`src/rtl/dco_word_ramp.sv`:
```
// rtl/dco_word_ramp.sv - one-LSB-per-tick word slew sequencer for the 5x5 DCO coder (optional: DCO_RAMP_DITHER_EN)
module dco_word_ramp #(
  parameter int MAX        = 25,
  parameter int WIDTH      = 5,
  parameter int SETTLE_CYC = 4,
  parameter int CNT_W      = 4
) (
  input  logic             clk,
  input  logic             rst,
  input  logic             req,
  input  logic [WIDTH-1:0] tgt,
  input  logic             tick,
  input  logic             abort,
  input  logic             frac,
  output logic [WIDTH-1:0] word,
  output logic             word_en,
  output logic             busy,
  output logic             ack,
  output logic             clamped
);

  localparam logic [WIDTH-1:0] MAX_W    = WIDTH'(MAX);
  localparam logic [WIDTH-1:0] ONE_W    = WIDTH'(1);
  localparam logic [CNT_W-1:0] SETTLE_W = CNT_W'(SETTLE_CYC);
  localparam logic [CNT_W-1:0] ONE_C    = CNT_W'(1);

  typedef enum logic [1:0] {
    IDLE   = 2'd0,
    RAMP   = 2'd1,
    SETTLE = 2'd2,
    DONE   = 2'd3
  } state_t;

  state_t           state;
  state_t           state_nxt;

  logic [WIDTH-1:0] tgt_q;
  logic [WIDTH-1:0] tgt_q_nxt;
  logic [WIDTH-1:0] word_nxt;
  logic [WIDTH-1:0] tgt_sat;
  logic [WIDTH-1:0] step;
  logic [WIDTH-1:0] word_ref;
  logic [CNT_W-1:0] cnt;
  logic [CNT_W-1:0] cnt_nxt;
  logic             clamped_nxt;
  logic             changed;

`ifdef DCO_RAMP_DITHER_EN
  // base is the word the dither toggles around: the last settled (or aborted-at) word
  logic [WIDTH-1:0] base;
  assign word_ref = base;
`else
  logic             unused_frac;
  assign unused_frac = frac;
  assign word_ref    = word;
`endif

  // Requests above the top legal code are pinned to MAX
  assign tgt_sat = (tgt > MAX_W) ? MAX_W : tgt;

  // One LSB toward the latched target; only consumed in RAMP where word != tgt_q, so no wrap
  assign step = (word < tgt_q) ? (word + ONE_W) : (word - ONE_W);

  // State register
  always_ff @(posedge clk or posedge rst) begin
    if (rst) begin
      state <= IDLE;
    end else begin
      state <= state_nxt;
    end
  end

  // Next-state logic; abort beats a same-cycle tick
  always_comb begin
    state_nxt = state;
    case (state)
      IDLE: begin
        if (req) begin
          state_nxt = (tgt_sat != word_ref) ? RAMP : DONE;
        end
      end
      RAMP: begin
        if (abort) begin
          state_nxt = IDLE;
        end else if (tick && (step == tgt_q)) begin
          state_nxt = SETTLE;
        end
      end
      SETTLE: begin
        if (abort) begin
          state_nxt = IDLE;
        end else if (cnt == '0) begin
          state_nxt = DONE;
        end
      end
      DONE: begin
        state_nxt = IDLE;
      end
      default: begin
        state_nxt = IDLE;
      end
    endcase
  end

  // Next values of the datapath registers for the current state
  always_comb begin
    word_nxt    = word;
    tgt_q_nxt   = tgt_q;
    clamped_nxt = clamped;
    cnt_nxt     = cnt;
    case (state)
      IDLE: begin
        if (req) begin
          tgt_q_nxt   = tgt_sat;
          clamped_nxt = (tgt > MAX_W);
          word_nxt    = word_ref;
        end
`ifdef DCO_RAMP_DITHER_EN
        else if (tick) begin
          if (frac && (word == base) && (base != MAX_W)) begin
            word_nxt = base + ONE_W;
          end else begin
            word_nxt = base;
          end
        end
`endif
      end
      RAMP: begin
        if (!abort && tick) begin
          word_nxt = step;
          if (step == tgt_q) begin
            cnt_nxt = SETTLE_W;
          end
        end
      end
      SETTLE: begin
        if (!abort && (cnt != '0)) begin
          cnt_nxt = cnt - ONE_C;
        end
      end
      default: begin
        cnt_nxt = cnt;
      end
    endcase
  end

  // Datapath and output registers; word_en trails a word change by one cycle for the coder
  always_ff @(posedge clk or posedge rst) begin
    if (rst) begin
      word    <= '0;
      tgt_q   <= '0;
      clamped <= 1'b0;
      cnt     <= '0;
      changed <= 1'b0;
      word_en <= 1'b0;
      busy    <= 1'b0;
      ack     <= 1'b0;
    end else begin
      word    <= word_nxt;
      tgt_q   <= tgt_q_nxt;
      clamped <= clamped_nxt;
      cnt     <= cnt_nxt;
      changed <= (word_nxt != word);
      word_en <= changed;
      busy    <= (state_nxt != IDLE);
      ack     <= (state_nxt == DONE);
    end
  end

`ifdef DCO_RAMP_DITHER_EN
  // Capture the resting word whenever the sequencer drops back to IDLE
  always_ff @(posedge clk or posedge rst) begin
    if (rst) begin
      base <= '0;
    end else if ((state != IDLE) && (state_nxt == IDLE)) begin
      base <= word;
    end
  end
`endif

endmodule

```
`config.mk`:
```
export PLATFORM = sky130hd
export DESIGN_NAME = dco_word_ramp
export DESIGN_NICKNAME = d
export VERILOG_FILES = /design/src/rtl/dco_word_ramp.sv
export SDC_FILE = /design/constraint.sdc
export NUM_CORES = 1
export LEC_CHECK = 0
export ABC_AREA = 1
export CORE_MARGIN = 1.5
export CORE_UTILIZATION = 60
export CTS_BUF_LIST = sky130_fd_sc_hd__clkbuf_8
export DETAILED_ROUTE_END_ITERATION = 7
export HOLD_SLACK_MARGIN = 0.12
export PLACE_DENSITY = 0.89
export SKIP_CTS_REPAIR_TIMING = 1
export SLEW_MARGIN = 25
export SYNTH_ARGS = -nofsm -noshare
export SYNTH_HDL_FRONTEND = slang
export SYNTH_SLANG_ARGS = --single-unit
```
`constraint.sdc`:
```
create_clock -name clk -period 4.4 [get_ports clk]
set_input_delay 0.88 -clock clk [delete_from_list [all_inputs] [get_ports clk]]
set_output_delay 0.88 -clock clk [all_outputs]
set_load 0.005 [all_outputs]
```
==> impl_metrics.env, run 1 <==
export IMPL_outcome="finished clean"
export IMPL_h_tree_depth=1
export IMPL_grt_pass1_vias=1195
export IMPL_post_drt_wl_per_cell_um=12.6
export IMPL_place_hpwl_um=2240
export IMPL_grt_max_degree=22
export IMPL_grt_pass1_wl_um=4910
export IMPL_r2r_end="busy$_DFF_PP0_"
export IMPL_vdd_drop_max_mv=0.716
export IMPL_synthMuxAreaShare=0
export IMPL_worstPathArrival_ps=3010
export IMPL_p_per_area_nw_per_um2=844
export IMPL_start_util=0.626
export IMPL_io_buffers=18
export IMPL_finalCriticalPeriod_ps=2860
export IMPL_setup_viol=0
export IMPL_synth_largest_area_cell="dfrtp_1"
export IMPL_start_kind="flop"
export IMPL_max_clock_path_buffers=2
export IMPL_ys_types=21
export IMPL_synth_nets=202
export IMPL_drtPass1Iterations=4
export IMPL_yosysSeqAreaShare=0.387
export IMPL_cap_violations=0
export IMPL_synth_top_area_frac=0.387
export IMPL_die_width_um=50.6
export IMPL_cts_made_buffers=3
export IMPL_insertion_delay_ps=260
export IMPL_min_delay_path_depth=0
export IMPL_clock_skew_ps=1.53
export IMPL_synth_xor_area_share=0.0452
export IMPL_avgSynthCellArea_um2=7.50
export IMPL_tns_ps=0
export IMPL_layout_nets=225
export IMPL_ys_ff_latch=21
export IMPL_core_area_um2=2170
export IMPL_antenna_found_initial=0
export IMPL_ios=20
export IMPL_path_class="flop to flop"
export IMPL_dieArea_um2=2560
export IMPL_dp_cells=227
export IMPL_drv_slew=0
export IMPL_clkSinkCount=21
export IMPL_cts_root_buf="clkbuf_8"
export IMPL_drt_iter0_drc=34
export IMPL_timing_fmax_ghz=0.350
export IMPL_viasPerCell=5.38
export IMPL_synthTopCellsByArea="dfrtp_1 39%, nand2_1 14%, ha_1 8.3%, inv_1 8.3%, nand3_1 5.5%"
export IMPL_relSlewSlack=0.461
export IMPL_route_vias_total=1243
export IMPL_cts_tree="done"
export IMPL_ant_nets=0
export IMPL_reg2reg_slack_ps=1540
export IMPL_diodes=0
export IMPL_rsz0062_at_grt="false"
export IMPL_drive_gt1_frac=0.0837
export IMPL_setup_ws_ps=1540
export IMPL_core_rowCount=17
export IMPL_grt_usage=0.258
export IMPL_num_fill_cells=165
export IMPL_worstPathMaxFanout=4
export IMPL_syn_area_um2=1360
export IMPL_die_h_um=50.6
export IMPL_drt_wl_total_um=2920
export IMPL_final_core_util=0.746
export IMPL_areaGrowthSynthToFinish_pct=19.2
export IMPL_grt_overflow=0
export IMPL_layout_common_cells="52 x nand2_1, 31 x inv_1, 21 x dfrtp_1, 18 x clkdlybuf4s50_1, 16 x nor2_1"
export IMPL_synth_cells=181
export IMPL_yosysWarnings=0
export IMPL_hold_path_startpoint="changed$_DFF_PP0_"
export IMPL_tightest_slew_ps=808
export IMPL_dp_slack_ps=1630
export IMPL_cp_required_ps=4550
export IMPL_synth_compound_area_frac=0.0544
export IMPL_final_common_cell="nand2_1"
export IMPL_end_kind="flop"
export IMPL_drc=0
export IMPL_yosys_area_share_adder=0.0977
export IMPL_synth_top_family_by_area="simple AND/OR/NAND/NOR gates"
export IMPL_hold_viol_final=0
export IMPL_fin_crit_sh=0.649
export IMPL_holdCritPathClass="flop to flop"
export IMPL_leakage_uw=0.000880
export IMPL_timing_rr_start="tgt_q[4]$_DFFE_PP0P_"
export IMPL_place_congestion=0.830
export IMPL_synth_simple_area_share=0.327
export IMPL_cts_clk_slew_worst_paths_ps=80
export IMPL_finalNonFillerCells=231
export IMPL_r2r_cells=19
export IMPL_hold_end="word_en$_DFF_PP0_"
[power breakdown]
group / switching [uW] / leakage, uW / internal (uW) / total (uW)
Combinational: 557 / 0.000585 / 360 / 917
Clock: 63.1 / 0.0000269 / 62.1 / 125
Sequential: 59.5 / 0.000269 / 265 / 324
[area by class of cell]
cell class | count | area (um^2) | area share
well taps | 28 | 35.0 | 0.0217
clock inverters | 1 | 3.75 | 0.00232
inverters | 32 | 120 | 0.0742
multi-input cells | 128 | 712 | 0.440
repair buffers | 18 | 180 | 0.111
flip-flops and latches | 21 | 526 | 0.325
clock buffers | 3 | 41.3 | 0.0255
[per-stage QoR]
stage | total power [uW] | hold WS [ps] | instance area (um^2)
2_1_floorplan | 985 | 331 | 1360
3_3_place_gp | 1160 | 333 | 1570
3_5_place_dp | 1210 | 336 | 1570
4_1_cts | 1350 | 354 | 1620
5_1_grt | 1490 | 370 | 1620
6_report | 1370 | 352 | 1620
[sequential cells by signal (all words and copies together) (netlist names)]
register  count
state         2
cnt           4
word_en       1
busy          1
ack           1
clamped       1
changed       1
tgt_q         5
word          5
[layer usage]
layer / wire (um) / GRT usage
met5: 0 / 0
met4: 31 / 0.122
met3: 141 / 0.0387
met2: 1550 / 0.458
met1: 1200 / 0.305
[cell usage after synthesis (all sizes together)]
| library cell | instances |
|---|---|
| nand2 | 56 |
| inv | 32 |
| dfrtp | 21 |
| nor2 | 19 |
| nand3 | 17 |
| ha | 9 |
| o21ai | 8 |
| xor2 | 7 |
| a21oi | 4 |
| nand4 | 2 |
| a31oi | 1 |
| and2 | 1 |
| fa | 1 |
| nor3 | 1 |
| o21bai | 1 |
| or3b | 1 |
[worst max-delay path by stage]
stage                         start        endpoint  slack (ps)  depth (start not counted)
2_1_floorplan     word[4]$_DFF_PP0_  busy$_DFF_PP0_        1920                         19
3_3_place_gp      word[4]$_DFF_PP0_  busy$_DFF_PP0_        1690                         19
3_5_place_dp      word[4]$_DFF_PP0_  busy$_DFF_PP0_        1630                         16
4_1_cts        tgt_q[4]$_DFFE_PP0P_  busy$_DFF_PP0_        1590                         20
5_1_grt        tgt_q[4]$_DFFE_PP0P_  busy$_DFF_PP0_        1330                         19
6_report       tgt_q[4]$_DFFE_PP0P_  busy$_DFF_PP0_        1540                         19
[worst max-delay path, cell delays in order (launching register included)]
cell and delay (ps):
dfrtp_1 410, inv_1 140, ha_1 270, nand2_1 110, inv_1 50, nand2_1 80, nand3_1 170, ha_1 370
a21oi_1 230, nand2_1 70, nand2_1 100, nand2_1 70, nand2_1 110, nand2_1 100, nand2_2 100, nand3_1 70
nand2_1 100, nand2_1 70, nor2_2 80, nand2_1 60
[cells by family after synthesis]
| family | Yosys count |
|---|---|
| adders and majority gates | 10 |
| and+or+nand+nor | 97 |
| xor gates and xnor gates | 7 |
| buffers and inverters | 32 |
| AOI/OAI and AO/OA | 14 |
| DFF | 21 |
Note: power is estimated with default switching activity, not from simulation.
==> run 2: changes to the inputs <==
- CORE_UTILIZATION: 60 -> 50
- PLACE_DENSITY: 0.89 -> 0.79
- clock period: 4.4 -> 2.38 ns (I/O delays scaled with it)
==> run 2 against run 1 <==
Effect of this change:
- the run now ends with setup timing left
- maximum frequency rose by 6.4%
- register-to-register slack worse by 1800 ps
- count of clock-buffer cells in the layout unchanged
- non-clock buffer count increased by 17
- final area increased by 12%
- via count grew 0.97%
- sequential share of layout area decreased by 3.5 points
- first-iteration DRC count is 44% lower
- routed wire length rose by 5.0%
==> impl_metrics.env, run 2 (synthesized netlist as in run 1, its figures left out) <==
export IMPL_timing_fmax_ghz=0.372
export IMPL_cap_violations=0
export IMPL_num_fill_cells=201
export IMPL_rsz0062_at_grt="true"
export IMPL_min_delay_path_depth=0
export IMPL_max_clock_path_buffers=2
export IMPL_grt_usage=0.234
export IMPL_worstPathMaxFanout=3
export IMPL_end_kind="flop"
export IMPL_cp_required_ps=2530
export IMPL_combPwrFrac=0.732
export IMPL_reg2reg_slack_ps=-310
export IMPL_finalCriticalPeriod_ps=2690
export IMPL_setup_viol=8
export IMPL_place_hpwl_um=2400
export IMPL_drc=0
export IMPL_switching_share=0.459
export IMPL_startpoint="tgt_q[4]$_DFFE_PP0P_"
export IMPL_final_common_cell="nand2_1"
export IMPL_crit_family="simple AND/OR/NAND/NOR gates"
export IMPL_cts_clk_slew_worst_paths_ps=70
export IMPL_critPathSlowestCell="fa_2"
export IMPL_start_kind="flop"
export IMPL_timing_rr_start="tgt_q[4]$_DFFE_PP0P_"
export IMPL_insertion_delay_ps=260
export IMPL_setup_ws_ps=-305
export IMPL_r2r_end="busy$_DFF_PP0_"
export IMPL_ant_nets=0
export IMPL_ios=20
export IMPL_r2r_cells=19
export IMPL_layout_nets=242
export IMPL_dp_cells=245
export IMPL_die_width_um=55.1
export IMPL_drt_iter0_drc=19
export IMPL_layout_common_cells="46 x nand2_1, 27 x inv_1, 21 x dfrtp_1, 18 x clkdlybuf4s50_1, 17 x buf_4"
export IMPL_h_tree_depth=1
export IMPL_violations="setup timing"
export IMPL_drive_gt1_frac=0.227
export IMPL_outcome="finished with violations"
export IMPL_route_vias_total=1255
export IMPL_diodes=0
export IMPL_cts_root_buf="clkbuf_8"
export IMPL_worstPathCellList="inv_2 > ha_4 > nand3_1 > nor2_1 > nor2_2 > fa_2 > inv_1 > nand2_1 > nand2_1 > nor2_1 > nand2_1 > nor2_1 > nand2_1 > nor2_2 > nand3_1 > nand2_2 > nand2_1 > nor2_2 > nand2_1"
export IMPL_antenna_found_initial=0
export IMPL_drtPass1Iterations=4
export IMPL_grt_pass1_wl_um=4970
export IMPL_place_congestion=0.892
export IMPL_cts_made_buffers=3
export IMPL_timing_critical_path_mode_cell="nand2_1"
export IMPL_viasPerCell=5.02
export IMPL_worstSetupEndpoint="busy$_DFF_PP0_"
export IMPL_p_int_uw=1610
export IMPL_areaGrowthSynthToFinish_pct=33.6
export IMPL_hold_viol_final=0
export IMPL_worstPathArrival_ps=2840
export IMPL_grt_max_degree=22
export IMPL_die_h_um=55.1
export IMPL_drv_slew=0
export IMPL_seq_power_share=0.192
export IMPL_clkSinkCount=21
export IMPL_clock_skew_ps=2.19
export IMPL_largest_registers="tgt_q: 5 flops, word: 5 flops, cnt: 4 flops"
export IMPL_grt_overflow=0
export IMPL_drt_wl_total_um=3070
export IMPL_tightest_slew_ps=298
export IMPL_grt_pass1_vias=1213
export IMPL_path_buf_inv=2
export IMPL_relSlewSlack=0.801
export IMPL_fin_crit_sh=1.13
export IMPL_io_buffers=18
export IMPL_finalNonFillerCells=250
export IMPL_path_class="flop to flop"
export IMPL_cts_tree="done"
export IMPL_p_clk_frac=0.076
export IMPL_cp_num_cells=19
export IMPL_p_total_uw=2970
export IMPL_core_area_um2=2520
export IMPL_start_util=0.538
export IMPL_leakage_uw=0.000959
export IMPL_dieArea_um2=3040
export IMPL_holdCritPathClass="flop to flop"
export IMPL_vdd_drop_max_mv=1.41
export IMPL_power_switching_uw=1360
export IMPL_p_per_area_nw_per_um2=1640
export IMPL_post_drt_wl_per_cell_um=12.3
export IMPL_slowest_delay_ps=600
export IMPL_core_rowCount=18
run 2: worst reg2reg max path: cells and delay by family (launching register included):
family                   cells  cell delay (ps)
AND/OR/NAND/NOR             15             1220
adder cells (fa/ha/maj)      2              890
buffers and inverters        2              110
flip-flops                   1              370
run 2: power groups by stage:
stage | Combinational [uW] | Clock [uW] | Sequential [uW]
2_1_floorplan | 1230 | 0 | 583
3_3_place_gp | 1860 | 0 | 559
3_5_place_dp | 1950 | 0 | 565
4_1_cts | 1960 | 232 | 559
5_1_grt | 2430 | 244 | 588
6_report | 2170 | 226 | 571
run 2: worst min path at each step:
stage,to,from,slack (ps)
2_1_floorplan,word_en$_DFF_PP0_,changed$_DFF_PP0_,330
3_3_place_gp,word_en$_DFF_PP0_,changed$_DFF_PP0_,340
3_5_place_dp,word_en$_DFF_PP0_,changed$_DFF_PP0_,360
4_1_cts,word_en$_DFF_PP0_,changed$_DFF_PP0_,370
5_1_grt,word_en$_DFF_PP0_,changed$_DFF_PP0_,380
6_report,word_en$_DFF_PP0_,changed$_DFF_PP0_,370
run 2: layout make-up:
| type | instances | area [um^2] | area share |
|---|---|---|---|
| inverter | 32 | 120 | 0.0662 |
| multi-input combinational | 128 | 778 | 0.429 |
| clock buffer | 3 | 41.3 | 0.0228 |
| sequential | 21 | 526 | 0.290 |
| clock inverter | 1 | 3.75 | 0.00207 |
| tap | 30 | 37.5 | 0.0207 |
| timing repair buffer | 35 | 308 | 0.170 |
run 2: layer usage:
layer	up-vias	wire length [um]	global-route usage
li1	639	-	-
met2	30	1460	0.405
met1	578	1420	0.273
met3	8	121	0.0591
met4	0	68	0.102
met5	-	0	0
run 2: stage by stage:
step	utilization	setup WS, ps	hold slack, ps	area [um^2]	setup TNS (ps)
finish	0.719	-305	368	1810	-2060
global route	0.719	-453	380	1810	-3190
CTS	0.690	-299	374	1740	-1880
detailed placement	0.672	-282	357	1700	-1720
global placement	0.672	-247	337	1700	-1390
floorplan	-	-98.8	331	1360	-245
==> run 3: changes to the inputs <==
- CAP_MARGIN: unset -> 20
- CORE_UTILIZATION: 50 -> 30
- PLACE_DENSITY: 0.79 -> 0.53
==> run 3 against run 2 <==
Effect of this change:
- the flow still finishes with violations (setup timing)
- power grew 1.8%
- combinational power grew 2%
- worst setup slack lost 50 ps
- clock skew is essentially flat
- clock power grew 2%
- non-clock buffer count grew 3
- critical path type unchanged
- critical endpoint is now ack$_DFF_PP0_
- largest cell class unchanged
==> impl_metrics.env, run 3 (synthesized netlist as in run 1, its figures left out) <==
export IMPL_outcome="finished with violations"
export IMPL_violations="setup timing"
export IMPL_r2r_end="ack$_DFF_PP0_"
export IMPL_areaGrowthSynthToFinish_pct=39.1
export IMPL_layout_nets=245
export IMPL_drt_wl_total_um=3090
export IMPL_drtPass1Iterations=4
export IMPL_drt_iter0_drc=30
export IMPL_setup_ws_ps=-355
export IMPL_worstPathArrival_ps=2940
export IMPL_timing_hold_ws_ps=354
export IMPL_setup_viol=9
export IMPL_hold_end="word_en$_DFF_PP0_"
export IMPL_holdCritPathClass="flop to flop"
export IMPL_h_tree_depth=1
export IMPL_ios=20
export IMPL_max_clock_path_buffers=2
export IMPL_worstPathMaxFanout=6
export IMPL_viasPerCell=4.41
export IMPL_drc=0
export IMPL_hold_path_startpoint="changed$_DFF_PP0_"
export IMPL_p_per_area_nw_per_um2=1600
export IMPL_end_kind="flop"
export IMPL_cts_root_buf="clkbuf_8"
export IMPL_core_area_um2=4350
export IMPL_antenna_found_initial=0
export IMPL_grt_pass1_vias=1140
export IMPL_num_fill_cells=459
export IMPL_cts_made_buffers=3
export IMPL_fin_crit_sh=1.15
export IMPL_finalCriticalPeriod_ps=2730
export IMPL_grt_usage=0.129
export IMPL_cap_violations=0
export IMPL_insertion_delay_ps=260
export IMPL_largest_registers="tgt_q: 5 flops, word: 5 flops, cnt: 4 flops"
export IMPL_timing_fmax_ghz=0.366
export IMPL_hold_viol_final=0
export IMPL_min_delay_path_depth=0
export IMPL_die_width_um=70.3
export IMPL_clkSinkCount=21
export IMPL_tightest_slew_ps=311
export IMPL_p_total_uw=3020
export IMPL_drv_slew=0
export IMPL_grt_max_degree=22
export IMPL_cp_required_ps=2580
export IMPL_multi_input_area_um2=802
export IMPL_relSlewSlack=0.792
export IMPL_post_drt_wl_per_cell_um=11.2
export IMPL_drive_gt1_frac=0.251
export IMPL_r2r_cells=20
export IMPL_layout_common_cells="42 x nand2_1, 28 x inv_1, 21 x dfrtp_1, 20 x buf_4, 18 x clkdlybuf4s50_1"
export IMPL_clock_skew_ps=1.89
export IMPL_reg2reg_slack_ps=-350
export IMPL_register_area_um2=526
export IMPL_finalNonFillerCells=275
export IMPL_start_util=0.312
export IMPL_grt_pass1_wl_um=5100
export IMPL_leakage_uw=0.000981
export IMPL_die_h_um=70.3
export IMPL_vdd_drop_max_mv=0.643
export IMPL_grt_overflow=0
export IMPL_start_kind="flop"
export IMPL_cts_tree="done"
export IMPL_path_class="flop to flop"
export IMPL_timing_rr_start="tgt_q[2]$_DFFE_PP0P_"
export IMPL_io_buffers=18
export IMPL_ant_nets=0
export IMPL_place_hpwl_um=2430
export IMPL_final_common_cell="nand2_1"
export IMPL_dieArea_um2=4940
export IMPL_route_vias_total=1212
export IMPL_dp_cells=268
export IMPL_rsz0062_at_grt="true"
export IMPL_diodes=0
export IMPL_cts_clk_slew_worst_paths_ps=80
export IMPL_place_congestion=0.748
export IMPL_core_rowCount=24
export IMPL_dp_slack_ps=-364
-- run 3: area by class of cell --
| class | instances | area share |
|---|---|---|
| Multi-Input combinational cell | 128 | 0.425 |
| Sequential cell | 21 | 0.278 |
| Inverter | 32 | 0.0636 |
| Timing Repair Buffer | 38 | 0.175 |
| Clock buffer | 3 | 0.0219 |
| Clock inverter | 1 | 0.00199 |
| Tap cell | 52 | 0.0345 |
-- run 3: worst max path at each step --
stage	endpoint	cells after the start	start	slack, ps
5_1_grt	ack$_DFF_PP0_	20	tgt_q[2]$_DFFE_PP0P_	-570
3_3_place_gp	busy$_DFF_PP0_	18	tgt_q[4]$_DFFE_PP0P_	-350
2_1_floorplan	busy$_DFF_PP0_	19	word[4]$_DFF_PP0_	-100
3_5_place_dp	busy$_DFF_PP0_	18	tgt_q[4]$_DFFE_PP0P_	-360
6_report	ack$_DFF_PP0_	20	tgt_q[2]$_DFFE_PP0P_	-350
4_1_cts	busy$_DFF_PP0_	18	tgt_q[4]$_DFFE_PP0P_	-400
-- run 3: metrics by stage --
stage / setup TNS [ps] / util / area, um^2
after detailed placement: -2370 / 0.397 / 1730
final: -2540 / 0.434 / 1890
after global routing: -4360 / 0.434 / 1890
after CTS: -2680 / 0.408 / 1780
after floorplan: -245 / - / 1360
after global placement: -2380 / 0.397 / 1730
-- run 3: worst max-delay path, stage by stage, from the launching register on --
cell and delay (ps):
dfrtp_1 380, inv_2 70, ha_4 270, nand2_2 50, nand2_2 70, nand2_2 60, nand2_2 70, nor2_4 50
fa_1 580, inv_1 50, nand2_1 60, nand2_1 50, nor2_1 100, nand2_1 60, nor2_1 100, nand2_1 90
nor2_4 160, nand4_4 160, nand2_2 150, nand2_1 60, inv_1 40
-- run 3: power by group --
part           total (uW)  internal, uW  switching (uW)  leakage [uW]
combinational        2220          1060            1160      0.000686
clock                 231           115             116     0.0000269
sequential            572           489            82.4      0.000269
-- run 3: per-layer routing --
layer | wire length, um | share of wire | up-vias | track usage
met4 | 21 | 0.0068 | 0 | 0.0192
met1 | 1530 | 0.50 | 554 | 0.185
li1 | - | - | 644 | -
met2 | 1460 | 0.47 | 12 | 0.201
met5 | 0 | 0 | - | 0
met3 | 77 | 0.025 | 2 | 0.0317
